File: src/rtl/axi_w_fifo_drain_if.sv
// AXI write-data (W) channel bundle between the FIFO drain and the downstream slave.
interface axi_w_fifo_drain_if #(
    parameter int DATA_W = 32,
    parameter int STRB_W = 4
) ();
    logic [DATA_W-1:0] WDATA;
    logic [STRB_W-1:0] WSTRB;
    logic              WLAST;
    logic              WVALID;
    logic              WREADY;

    modport master (output WDATA, output WSTRB, output WLAST, output WVALID, input WREADY);
    modport slave  (input WDATA, input WSTRB, input WLAST, input WVALID, output WREADY);
endinterface

File: src/rtl/axi_w_fifo_drain.sv
// Drains one AW-sized burst from a FWFT write-data FIFO onto a registered AXI W master port.
// Optional W_LAST_CHECK_EN: flags a sticky error when the FIFO last bit disagrees with the beat count.
module axi_w_fifo_drain #(
    parameter int DATA_W = 32,
    parameter int STRB_W = 4,
    parameter int LEN_W  = 8
) (
    input  logic                     clk,
    input  logic                     rst_n,
    input  logic                     len_valid,
    input  logic [LEN_W-1:0]         len,
    output logic                     len_ready,
    input  logic                     fifo_empty,
    input  logic [DATA_W+STRB_W:0]   fifo_data,
    output logic                     fifo_pop,
    axi_w_fifo_drain_if.master       w,
    output logic                     busy,
    output logic                     last_err
);
    typedef enum logic [1:0] {IDLE, BURST, DRAIN} state_t;

    state_t           state, state_nxt;
    logic [LEN_W:0]   beat_cnt;
    logic [LEN_W-1:0] len_q;
    logic             load;
    logic             last_beat;

    // One extra counter bit so len=255 reaches the compare without wrapping.
    assign last_beat = (beat_cnt == {1'b0, len_q});
    assign busy      = (state != IDLE);
    // Gated so nothing is consumed while reset is held, whatever state is pending.
    assign fifo_pop  = load & rst_n;

    always_ff @(posedge clk) begin
        if (!rst_n) state <= IDLE;
        else        state <= state_nxt;
    end

    always_comb begin
        state_nxt = state;
        len_ready = 1'b0;
        load      = 1'b0;
        case (state)
            IDLE: begin
                len_ready = 1'b1;
                if (len_valid) state_nxt = BURST;
            end
            BURST: begin
                load = !fifo_empty && (!w.WVALID || w.WREADY);
                if (load && last_beat) state_nxt = DRAIN;
            end
            DRAIN: begin
                if (w.WVALID && w.WREADY) state_nxt = IDLE;
            end
            default: state_nxt = IDLE;
        endcase
    end

    always_ff @(posedge clk) begin
        if (!rst_n) begin
            w.WVALID <= 1'b0;
            w.WDATA  <= '0;
            w.WSTRB  <= '0;
            w.WLAST  <= 1'b0;
            beat_cnt <= '0;
            len_q    <= '0;
        end else begin
            if (state == IDLE && len_valid) begin
                len_q    <= len;
                beat_cnt <= '0;
            end
            if (load) begin
                w.WDATA  <= fifo_data[DATA_W-1:0];
                w.WSTRB  <= fifo_data[DATA_W +: STRB_W];
                w.WLAST  <= last_beat;
                w.WVALID <= 1'b1;
                beat_cnt <= beat_cnt + 1'b1;
            end else if (w.WVALID && w.WREADY) begin
                w.WVALID <= 1'b0;
            end
        end
    end

`ifdef W_LAST_CHECK_EN
    always_ff @(posedge clk) begin
        if (!rst_n)
            last_err <= 1'b0;
        else if (load && (fifo_data[DATA_W+STRB_W] != last_beat))
            last_err <= 1'b1;
    end
`else
    logic unused_fifo_last;
    assign unused_fifo_last = fifo_data[DATA_W+STRB_W];
    assign last_err         = 1'b0;
`endif
endmodule

File: src/flat_wrapper.sv
// flat-port wrapper written by rule: the top's interface ports become plain ports
module axi_w_fifo_drain_flat 
#(
    parameter int DATA_W = 32,
    parameter int STRB_W = 4,
    parameter int LEN_W  = 8
)
  (clk, rst_n, len_valid, len, len_ready, fifo_empty, fifo_data, fifo_pop, busy, last_err, w_WDATA, w_WSTRB, w_WLAST, w_WVALID, w_WREADY);
  axi_w_fifo_drain_if #(.DATA_W(DATA_W), .STRB_W(STRB_W)) w_i ();
  input  logic clk;
  input  logic rst_n;
  input  logic len_valid;
  input  logic [LEN_W-1:0] len;
  output logic len_ready;
  input  logic fifo_empty;
  input  logic [DATA_W+STRB_W:0] fifo_data;
  output logic fifo_pop;
  output logic busy;
  output logic last_err;
  output wire logic [$bits(w_i.WDATA)-1:0] w_WDATA;
  output wire logic [$bits(w_i.WSTRB)-1:0] w_WSTRB;
  output wire logic [$bits(w_i.WLAST)-1:0] w_WLAST;
  output wire logic [$bits(w_i.WVALID)-1:0] w_WVALID;
  input wire logic [$bits(w_i.WREADY)-1:0] w_WREADY;
  assign w_WDATA = w_i.WDATA;
  assign w_WSTRB = w_i.WSTRB;
  assign w_WLAST = w_i.WLAST;
  assign w_WVALID = w_i.WVALID;
  assign w_i.WREADY = w_WREADY;
  axi_w_fifo_drain #(.DATA_W(DATA_W), .STRB_W(STRB_W), .LEN_W(LEN_W)) u_core (.clk(clk), .rst_n(rst_n), .len_valid(len_valid), .len(len), .len_ready(len_ready), .fifo_empty(fifo_empty), .fifo_data(fifo_data), .fifo_pop(fifo_pop), .w(w_i), .busy(busy), .last_err(last_err));
endmodule
File: config.mk
export PLATFORM = sky130hd
export DESIGN_NAME = axi_w_fifo_drain_flat
export DESIGN_NICKNAME = d
export VERILOG_FILES = /design/src/rtl/axi_w_fifo_drain_if.sv /design/src/rtl/axi_w_fifo_drain.sv /design/src/flat_wrapper.sv
export SDC_FILE = /design/constraint.sdc
export NUM_CORES = 1
export LEC_CHECK = 0
export ABC_AREA = 1
export CAP_MARGIN = 20
export CORE_ASPECT_RATIO = 0.7
export CORE_MARGIN = 10
export CORE_UTILIZATION = 40
export CTS_CLUSTER_SIZE = 30
export DETAILED_ROUTE_END_ITERATION = 10
export PLACE_DENSITY = 0.79
export SKIP_LAST_GASP = 1
export SLEW_MARGIN = 20
export SYNTH_ARGS = -nofsm -noshare
export SYNTH_HDL_FRONTEND = slang
export SYNTH_SLANG_ARGS = --single-unit
File: constraint.sdc
create_clock -name clk -period 1.7 [get_ports clk]
set_input_delay 0.255 -clock clk [delete_from_list [all_inputs] [get_ports clk]]
set_output_delay 0.255 -clock clk [all_outputs]
set_load 0.01 [all_outputs]
# Word-level counts from Yosys, hierarchy flattened
# Cells that the tools add are included.
# word_totals
elab_cells	37
out_inout_bits	42
inputBits	50
reg_bits	57
# op_classes
muxes	10
reduce_logical	12
bitwise	1
n_eq_ne	6
addsub	1
# op_table
operator	n
$mux 9	2
$add 9x1->9 const B	1
$eq 9x8->1	1
$mux 2	3
$pmux 2 s3	1
$reduce_bool 2->1	3
$logic_and 1x1->1	4
$mux 1	4
$ne 2x1->1 const B	2
$reduce_and 3->1	1
$eq 2x1->1 const B	1
$eq 2x2->1 const B	1
$logic_not 1->1	2
$logic_not 2->1	1
$ne 2x2->1 const B	1
$and 1x1->1	1
$logic_or 1x1->1	1

# Depth between registers and ports, before layout
# Gate-level depths: netlist of the first run.
# logic_depth
ltp_word	6
depth_mapped	10
ltp_nobuf	10

# Worst setup path after synthesis of the first run
# No wires, ideal clock.
# synth_timing
kind	reg-to-reg
from	register u_core.beat_cnt[0]
to	register u_core.beat_cnt[8]
synth_period_minus_slack_ns	1.263
setup_ns	0.114
path_stages_with_launch	9
required_time_ns	1.586
path_buffers	0
arrival_ns	1.149
path_slack_ns	0.437
path_cell_list	dfxtp_1 > ha_1 > nand4_1 > nor2_1 > nand3_1 > nor2_1 > nand2_1 > nand2_1 > nor2_1
# synth_via
elab_chain_len	2
# synth_lines
element	line	text
start, declared	axi_w_fifo_drain.sv:23	logic [LEN_W:0] beat_cnt;
start signal, assigned	axi_w_fifo_drain.sv:77	beat_cnt <= beat_cnt + 1'b1;
$add 9x1->9	axi_w_fifo_drain.sv:77	
$mux 9	axi_w_fifo_drain.sv:72	if (load) begin
# Every way passes these cells.
# A chain may end at the register's enable or synchronous reset.

# Worst setup path in the final report of the first run
# layout_timing
from	input port w_WREADY
to	output port fifo_pop
# layout_via
elab_chain_len	4
# layout_lines
element	line	text
start, declared	flat_wrapper.sv:24	input wire logic [$bits(w_i.WREADY)-1:0] w_WREADY;
$logic_or 1x1->1	axi_w_fifo_drain.sv:49	load = !fifo_empty && (!w.WVALID || w.WREADY);
$logic_and 1x1->1	axi_w_fifo_drain.sv:49	
$mux 1	axi_w_fifo_drain.sv:43	case (state)
$and 1x1->1	axi_w_fifo_drain.sv:32	assign fifo_pop = load & rst_n;
end, declared	flat_wrapper.sv:17	output logic fifo_pop;
# Every way passes these cells.

==> metrics.md, run 1 <==
| Metric | Value |
|---|---|
| Status | finished, final reports clean |
| Post-synthesis cell area | 2330 um2 |
| CP endpoint kind | output port |
| R2R Setup Slk | 0.19 ns |
| Register area share after synthesis | 0.490 |
| Warnings from Yosys | 0 |
| Net Sw Power | 0.902 mW |
| Placed Cells incl. Taps | 466 |
| CP max FO | 3 |
| Worst Hold Class | reg -> reg |
| Sink Count | 57 |
| Dominant cell type by area after synthesis | dfxtp_1 |
| WL met3 | 670 um |
| CTS Buffer Depth | 2 |
| Multi-input gate area | 998 um2 |
| Gr usage total | 0.139 |
| Placed cell area | 3270 um2 |
| Gate power share | 0.173 |
| Clock Latency Late Sink | 0.34 ns |
| Top cells by area, synth | dfxtp_1 49%, nor2_1 13%, o21ai_0 9.9%, nand2_1 5.2%, inv_1 3.7% |
| Diode count | 0 |
| Overall Power | 3.73 mW |
| Crit-path max cell delay | 0.48 ns |
| Post-route minimum period | 1.65 ns |
| Post-DP HPWL | 4.85 mm |
| Clock-pin slew on the worst setup and hold paths | 0.06 ns |
| Clock Skew | 0.00739 ns |
| Largest net degree at the start of global routing | 53 |
| Die X | 111 um |
| Area Growth Syn to Fin | 51.5% |
| DR iter-0 viols | 105 |
| TritonCTS clock tree | built |
| Routed via count | 2301 |
| FF/Latch Area | 1140 um2 |
| DR WL met2 | 2.80 mm |
| Clk Tree Root Cell | clkbuf_8 |
| Buf+Inv Stages, Crit Path | 6 |
| DR WL/cell | 14.0 um |
| Commonest non-fill, non-tap cell in the layout | clkdlybuf4s50_1 |
| Initial Utilization | 0.409 |
| Routability cong. | 0.827 |
| Clock share of power | 0.427 |
| Max-slew violations | 0 |
| DR pass1 iterations | 4 |
| Final #Nets | 453 |
| F_max | 605 MHz |
| Number of global-route vias before repair | 2250 |
| RSZ-0062 raised after global routing | yes |
| Setup_tns | 0 ns |
| Slowest cell on crit path | clkdlybuf4s50_1 |
| Kind of critical path | in -> out |
| Met1 wire length | 3.21 mm |
| Count of state elements after synthesis | 57 |
| Power Dens Cells | 1060 nW/um2 |
| Die area | 9330 um2 |
| Drt via density | 4.77 |
| Max IR drop VDD | 466 uV |
| Crit path DAT | 1.40 ns |
| Setup crit start kind | primary input |
| Syn nets | 362 |
| Total wire length | 6.73 mm |
| Final period utilization | 0.972 |
| CP Data Required Time | 1.44 ns |
| Fillers | 510 |
| I/O pin count | 92 |
| DRT antenna net count | 0 |
| Max-Cap Viols | 0 |
| Total gr overflow | 0 |
| # setup viols final | 0 |
| Cells along the critical path | clkdlybuf4s50_1, inv_1, nand2_1, nand2_1, inv_2, nand2_4, inv_6, nand2_1, inv_1, clkbuf_2 |
| Remaining DRCs | 0 |
| Sequential share of power | 0.399 |
| Final std cells w/o fill | 482 |
| Proportion of layout cells with a drive suffix above 1 | 0.0934 |
| Top delay family on crit path | buffers and inverters |
| First-pass GRT wire length | 10.8 mm |
| Most frequent cells in the layout | 86 x clkdlybuf4s50_1, 82 x nor2_1, 57 x dfxtp_1, 46 x o21ai_0, 32 x nand2_1 |
| # hold bufs at CTS | 0 |
| Htree depth | 3 |
| Mean Syn Cell Area | 7.49 um2 |
| Top-area cell type share of the netlist area | 0.490 |
| Cell Int Power | 2.82 mW |
| Final Hold Viols | 0 |
| Synth unique cells | 31 |
| IO Port Bufs | 89 |
| Initial antenna violation count | 0 |
| Site Rows | 23 |
| Finished Cell Area | 3530 um2 |
| Switching portion of total power | 0.242 |
| Die Y | 83.9 um |
| Gate Count Post-Synth | 311 |
| TritonCTS Buffers | 9 |
| Leakage dissipation | 1.38 nW |
| Crit-path most repeated cell | nand2_1 |
| Max Used Layer | met4 |
| Core area | 5700 um2 |
[area by class of cell]
type                    count  share of cell area
inverters                  28              0.0312
clock buffers              12              0.0440
repair buffers             95               0.264
flip-flops and latches     57               0.323
multi-input cells         211               0.283
well taps                  75              0.0266
clock inverters             4              0.0280
[per-stage QoR]
step / utilization / setup WS (ns) / hold slack (ns)
after floorplan: - / 0.437 / 0.393
after global placement: 0.574 / -0.305 / 0.461
after detailed placement: 0.574 / -0.359 / 0.465
after CTS: 0.619 / -0.123 / 0.475
after global routing: 0.619 / -0.0827 / 0.507
final: 0.619 / 0.0475 / 0.473
[repair_timing]
item,CTS,global route
resized for setup,4,4
setup endpoints to repair,3,5
setup buffers,0,0
hold endpoints to repair,0,0
[kinds of logic after synthesis]
group                      synth area share
adders and majority gates           0.00537
and+or+nand+nor                       0.253
AOI/OAI and AO/OA                     0.160
xor gates and xnor gates            0.00376
buffers and inverters                0.0859
DFF                                   0.490
other                               0.00161
[synthesized netlist by cell type, drive strengths merged]
library cell	number
a21oi	17
a22oi	1
buf	10
clkbuf	5
conb	1
dfxtp	57
ha	1
inv	28
nand2	34
nand3	8
nand4	5
nor2	87
nor3	2
nor4	1
o211ai	1
o21ai	50
o31ai	2
xnor2	1
[metal layers]
metal / up-vias / GRT usage
li1: 1176 / -
met1: 1031 / 0.167
met2: 87 / 0.212
met3: 7 / 0.0776
met4: 0 / 0.0314
met5: - / 0
[registers in the layout, summed over array words and instances (netlist names)]
signal / flops
u_core.w.WDATA: 32
u_core.beat_cnt: 9
u_core.len_q: 8
u_core.w.WSTRB: 4
u_core.state: 2
u_core.w.WLAST: 1
u_core.w.WVALID: 1
[power by group through the flow]
stage               Clock (mW)  Sequential [mW]  Combinational [mW]
floorplan                    0             1.54               0.289
global placement             0             1.51               0.641
detailed placement           0             1.51               0.651
CTS                       1.62             1.49               0.651
global route              1.67             1.50               0.718
finish                    1.59             1.49               0.646
[final timing paths]
path | start | to | cells past startpoint
hold reg to reg | u_core.len_q[5] | u_core.len_q[5] | 2
setup reg to reg | u_core.beat_cnt[0] | u_core.beat_cnt[8] | 8
setup / recovery | w_WREADY | fifo_pop | 10
hold / removal | u_core.len_q[5] | u_core.len_q[5] | 2
[tightest hold or removal path, stage by stage, from the launching register on]
cell	delay (ns)
dfxtp_1	0.31
inv_1	0.06
a21oi_1	0.05
Note: power is estimated with default switching activity, not from simulation.
==> run 2: changes to the inputs <==
==> constraint.sdc (replaced) <==
create_clock -name clk -period 1.7 [get_ports clk]
set_input_delay 0.17 -clock clk [delete_from_list [all_inputs] [get_ports clk]]
set_output_delay 0.17 -clock clk [all_outputs]
set_load 0.01 [all_outputs]
==> metrics.md, run 2 (synthesized netlist as in run 1, its figures left out) <==
| Metric | Value |
|---|---|
| I/O pin count | 92 |
| Clk Tree Root Cell | clkbuf_8 |
| Fillers | 505 |
| Power Dens Cells | 942 nW/um2 |
| Drt via density | 4.80 |
| Largest net degree at the start of global routing | 53 |
| Sequential share of power | 0.458 |
| Pre-CTS setup slack | -0.145 ns |
| Final std cells w/o fill | 483 |
| Crit-path max cell delay | 0.54 ns |
| IO Port Bufs | 89 |
| Diode count | 0 |
| Biggest regs | u_core.w.WDATA x32, u_core.beat_cnt x9, u_core.len_q x8 |
| Post-DP HPWL | 4.84 mm |
| Status | finished, final reports clean |
| Clock Skew | 0.00684 ns |
| DR pass1 iterations | 4 |
| Clock Latency Late Sink | 0.34 ns |
| Setup crit start kind | flip-flop |
| Hold endpoint | u_core.w.WSTRB[2] |
| Leakage dissipation | 1.34 nW |
| R2R cell count | 8 |
| Max-slew violations | 0 |
| Area Growth Syn to Fin | 48.2% |
| Setup_tns | 0 ns |
| First-pass GRT wire length | 11.1 mm |
| Total wire length | 6.71 mm |
| Post-route setup slack | 0.104 ns |
| Final Hold Viols | 0 |
| Commonest non-fill, non-tap cell in the layout | clkdlybuf4s50_1 |
| TritonCTS Buffers | 9 |
| Cells along the critical path | nor2_4, inv_1, clkdlybuf4s50_1 |
| # setup viols final | 0 |
| TritonCTS clock tree | built |
| Site Rows | 23 |
| F_max | 627 MHz |
| Die Y | 83.9 um |
| Kind of critical path | reg -> out |
| Clock-pin slew on the worst setup and hold paths | 0.06 ns |
| DRT antenna net count | 0 |
| CTS Buffer Depth | 2 |
| Final period utilization | 0.939 |
| Routed via count | 2316 |
| Sink Count | 57 |
| Placed Cells incl. Taps | 467 |
| Most frequent cells in the layout | 88 x clkdlybuf4s50_1, 82 x nor2_1, 56 x dfxtp_1, 46 x o21ai_0, 32 x nand2_1 |
| Hold_ws | 0.457 ns |
| Die X | 111 um |
| Hold path start | fifo_data[34] |
| Slowest cell on crit path | clkdlybuf4s50_1 |
| CP endpoint kind | output port |
| Reg2reg start | u_core.state[0] |
| Worst Hold Class | in -> reg |
| Final Core Density | 0.606 |
| CP max FO | 3 |
| Clock share of power | 0.344 |
| Switching portion of total power | 0.269 |
| DR WL/cell | 13.9 um |
| Largest Register | u_core.w.WDATA |
| Hold depth | 3 |
| # hold bufs at CTS | 0 |
| Post CTS Setup Buffer Count | 0 |
| Max reg flops | 32 |
| DR iter-0 viols | 140 |
| Gr usage total | 0.145 |
| Reg2reg end | u_core.beat_cnt[6] |
| CP Data Required Time | 1.53 ns |
| Cell Int Power | 2.38 mW |
| Htree depth | 3 |
| Number of global-route vias before repair | 2310 |
| Initial antenna violation count | 0 |
| Post-route minimum period | 1.60 ns |
| RSZ-0062 raised after global routing | no |
| Core area | 5700 um2 |
| Routability cong. | 0.826 |
| Die area | 9330 um2 |
| Proportion of layout cells with a drive suffix above 1 | 0.0931 |
| R2R Setup Slk | 0.19 ns |
| Max-Cap Viols | 0 |
| Final #Nets | 454 |
| Remaining DRCs | 0 |
| Initial Utilization | 0.409 |
| Net Sw Power | 0.876 mW |
| Gate power share | 0.198 |
| Max IR drop VDD | 390 uV |
| Total gr overflow | 0 |
| Crit path DAT | 1.43 ns |
==> run 2: cell count changes in the layout (fill, tap and decap cells not counted), sizes merged <==
cell,delta
bufinv,-3
clkbuf,+2
clkdlybuf4s50,+2
dlygate4sd2,-2
buf,+1
clkinvlp,+1
==> run 2: metrics by stage <==
| stage | total power, mW | cell area (um2) |
|---|---|---|
| 4_1_cts | 3.29 | 3450 |
| 3_5_place_dp | 2.17 | 3280 |
| 6_report | 3.25 | 3450 |
| 2_1_floorplan | 1.83 | 2330 |
| 5_1_grt | 3.43 | 3450 |
| 3_3_place_gp | 2.15 | 3280 |
==> run 2: worst max path at each step <==
stage	endpoint	startpoint	depth (start not counted)	slack [ns]
4_1_cts	fifo_pop	u_core.state[0]	7	0.03
5_1_grt	busy	u_core.state[0]	3	0.01
3_5_place_dp	fifo_pop	w_WREADY	10	-0.15
3_3_place_gp	fifo_pop	w_WREADY	10	-0.16
6_report	busy	u_core.state[0]	3	0.10
2_1_floorplan	u_core.beat_cnt[8]	u_core.beat_cnt[0]	8	0.44
==> run 2: power by group through the flow <==
stage / combinational, mW / clock [mW] / sequential [mW]
4_1_cts: 0.652 / 1.15 / 1.49
3_5_place_dp: 0.650 / 0 / 1.52
5_1_grt: 0.717 / 1.21 / 1.50
3_3_place_gp: 0.639 / 0 / 1.51
6_report: 0.645 / 1.12 / 1.49
2_1_floorplan: 0.289 / 0 / 1.54
==> run 2: area by class of cell <==
cell class	count	area [um2]	area share
sequential	57	1140	0.331
multi-input combinational	211	993	0.288
timing repair buffer	96	938	0.272
clock buffer	14	163	0.0471
tap	75	93.8	0.0272
inverter	28	110	0.0319
clock inverter	2	12.5	0.00362
==> run 2: worst max-delay path, delay by kind of cell (launching register included) <==
| kind | cells | cell delay, ns |
|---|---|---|
| buffers and inverters | 2 | 0.62 |
| DFF | 1 | 0.40 |
| and+or+nand+nor | 1 | 0.07 |
==> run 2: metal layers <==
| layer | vias to the layer above | part of all wire | wire length [um] | GRT usage |
|---|---|---|---|---|
| met1 | 1030 | 0.48 | 3190 | 0.171 |
| met2 | 100 | 0.42 | 2810 | 0.215 |
| li1 | 1180 | - | - | - |
| met4 | 0 | 0.0067 | 45 | 0.0419 |
| met5 | - | 0 | 0 | 0 |
| met3 | 6 | 0.099 | 667 | 0.0869 |
==> run 2: what timing repair did <==
action / CTS / global route
gates cloned: 0 / 0
endpoints found under the setup margin: 1 / 3
resized for setup: 1 / 4
endpoints found under the hold margin: 0 / 0
pin swaps: 0 / 0
==> run 3: changes to the inputs <==
--- a/config.mk
+++ b/config.mk
@@ -8,10 +8,12 @@
 export ABC_AREA = 1
 export CAP_MARGIN = 20
 export CORE_ASPECT_RATIO = 0.7
-export CORE_MARGIN = 10
+export CORE_MARGIN = 3
 export CORE_UTILIZATION = 40
+export CTS_CLUSTER_DIAMETER = 200
 export CTS_CLUSTER_SIZE = 30
 export DETAILED_ROUTE_END_ITERATION = 10
+export HOLD_SLACK_MARGIN = 0.02
 export PLACE_DENSITY = 0.79
 export SKIP_LAST_GASP = 1
 export SLEW_MARGIN = 20
==> metrics.md, run 3 (synthesized netlist as in run 1, its figures left out) <==
| Metric | Value |
|---|---|
| Initial Utilization | 0.430 |
| Fillers | 473 |
| Clock Latency Late Sink | 0.33 ns |
| Commonest non-fill, non-tap cell in the layout | clkdlybuf4s50_1 |
| # hold bufs at CTS | 0 |
| Die X | 97.2 um |
| DR WL/cell | 12.8 um |
| # setup viols final | 0 |
| Remaining DRCs | 0 |
| Worst Hold Class | in -> reg |
| Proportion of layout cells with a drive suffix above 1 | 0.0983 |
| Clk Tree Root Cell | clkbuf_8 |
| Clock-pin slew on the worst setup and hold paths | 0.06 ns |
| Power Dens Cells | 952 nW/um2 |
| Die Y | 69.9 um |
| I/O pin count | 92 |
| Largest Register | u_core.w.WDATA |
| Finished Cell Area | 3480 um2 |
| Max reg flops | 32 |
| Setup crit start kind | flip-flop |
| Post-route minimum period | 1.60 ns |
| CP endpoint kind | output port |
| Initial antenna violation count | 0 |
| CP Data Required Time | 1.53 ns |
| R2R Setup Slk | 0.17 ns |
| Die area | 6790 um2 |
| Routability cong. | 0.820 |
| First-pass GRT wire length | 10.2 mm |
| Total wire length | 6.12 mm |
| Max-Cap Viols | 0 |
| Largest net degree at the start of global routing | 42 |
| Diode count | 0 |
| Number of global-route vias before repair | 2177 |
| Biggest regs | u_core.w.WDATA x32, u_core.beat_cnt x9, u_core.len_q x8 |
| F_max | 626 MHz |
| Reg2reg end | u_core.w.WDATA[19] |
| Overall Power | 3.31 mW |
| CP max FO | 3 |
| DR iter-0 viols | 114 |
| Kind of critical path | reg -> out |
| Drt via density | 4.80 |
| TritonCTS clock tree | built |
| Final Hold Viols | 0 |
| Reg2reg start | u_core.state[0] |
| CTS resizes | 2 |
| TritonCTS Buffers | 9 |
| Area Growth Syn to Fin | 49.2% |
| Site Rows | 22 |
| CTS Buffer Depth | 2 |
| Crit path from | u_core.state[0] |
| RSZ-0062 raised after global routing | no |
| Post CTS Setup Buffer Count | 0 |
| Status | finished, final reports clean |
| Total gr overflow | 0 |
| Htree depth | 3 |
| Core area | 5420 um2 |
| Post-DP HPWL | 4.36 mm |
| Max-slew violations | 0 |
| Placed cell area | 3290 um2 |
| DRT antenna net count | 0 |
| R2R cell count | 8 |
| Routed via count | 2299 |
| Crit path DAT | 1.43 ns |
| Max IR drop VDD | 564 uV |
| Final #Nets | 454 |
| Leakage dissipation | 1.35 nW |
| Final period utilization | 0.940 |
| Gr usage total | 0.186 |
| IO Port Bufs | 89 |
| Worst setup path endpoint | busy |
| DR pass1 iterations | 4 |
| Clock Skew | 0.00693 ns |
| Most frequent cells in the layout | 88 x clkdlybuf4s50_1, 82 x nor2_1, 55 x dfxtp_1, 46 x o21ai_0, 32 x nand2_1 |
| Sink Count | 57 |
-- run 3: worst min-delay path by stage --
| stage | depth (start not counted) | to | slack (ns) | start |
|---|---|---|---|---|
| 3_3_place_gp | 2 | u_core.len_q[6] | 0.46 | u_core.len_q[6] |
| 3_5_place_dp | 2 | u_core.len_q[0] | 0.47 | u_core.len_q[0] |
| 5_1_grt | 3 | u_core.w.WDATA[4] | 0.46 | fifo_data[4] |
| 2_1_floorplan | 2 | u_core.len_q[7] | 0.31 | rst_n |
| 4_1_cts | 3 | u_core.w.WDATA[23] | 0.44 | fifo_data[23] |
| 6_report | 3 | u_core.len_q[0] | 0.46 | len[0] |
-- run 3: power by group --
part / leakage, nW / total [mW] / switching (mW) / internal (mW)
registers: 0.467 / 1.49 / 0.0541 / 1.43
clock network: 0.0909 / 1.18 / 0.520 / 0.659
logic: 0.792 / 0.643 / 0.303 / 0.340
total: 1.35 / 3.31 / 0.877 / 2.43
-- run 3: area by class of cell --
type	instances	area, um2	share of cell area
flip-flops and latches	57	1140	0.329
multi-input cells	211	993	0.286
repair buffers	96	955	0.275
clock buffers	9	124	0.0356
inverters	28	110	0.0317
well taps	72	90.1	0.0259
clock inverters	6	60.1	0.0173
-- run 3: metal layers --
layer / share of wire / track usage / up-vias / routed length, um
met5: 0 / 0 / - / 0
met3: 0.076 / 0.0689 / 4 / 465
met1: 0.49 / 0.258 / 1022 / 3030
met4: 0.0031 / 0.0430 / 0 / 19
met2: 0.43 / 0.275 / 92 / 2610
li1: - / - / 1181 / -
-- run 3: through the flow --
step            util  setup slack [ns]  setup TNS (ns)  hold WS (ns)  instances
3_3_place_gp   0.606            -0.114           -2.17         0.456        464
5_1_grt        0.641           0.00363               0         0.458        479
3_5_place_dp   0.606            -0.150           -2.95         0.465        464
2_1_floorplan      -             0.437               0         0.308        311
6_report       0.641             0.102               0         0.462        479
4_1_cts        0.641            0.0297               0         0.443        479
-- run 3: worst max-delay path, cell delays in order, from the launching register on --
cell,delay (ns)
dfxtp_1,0.33
nor2_2,0.20
inv_1,0.08
clkdlybuf4s50_1,0.49
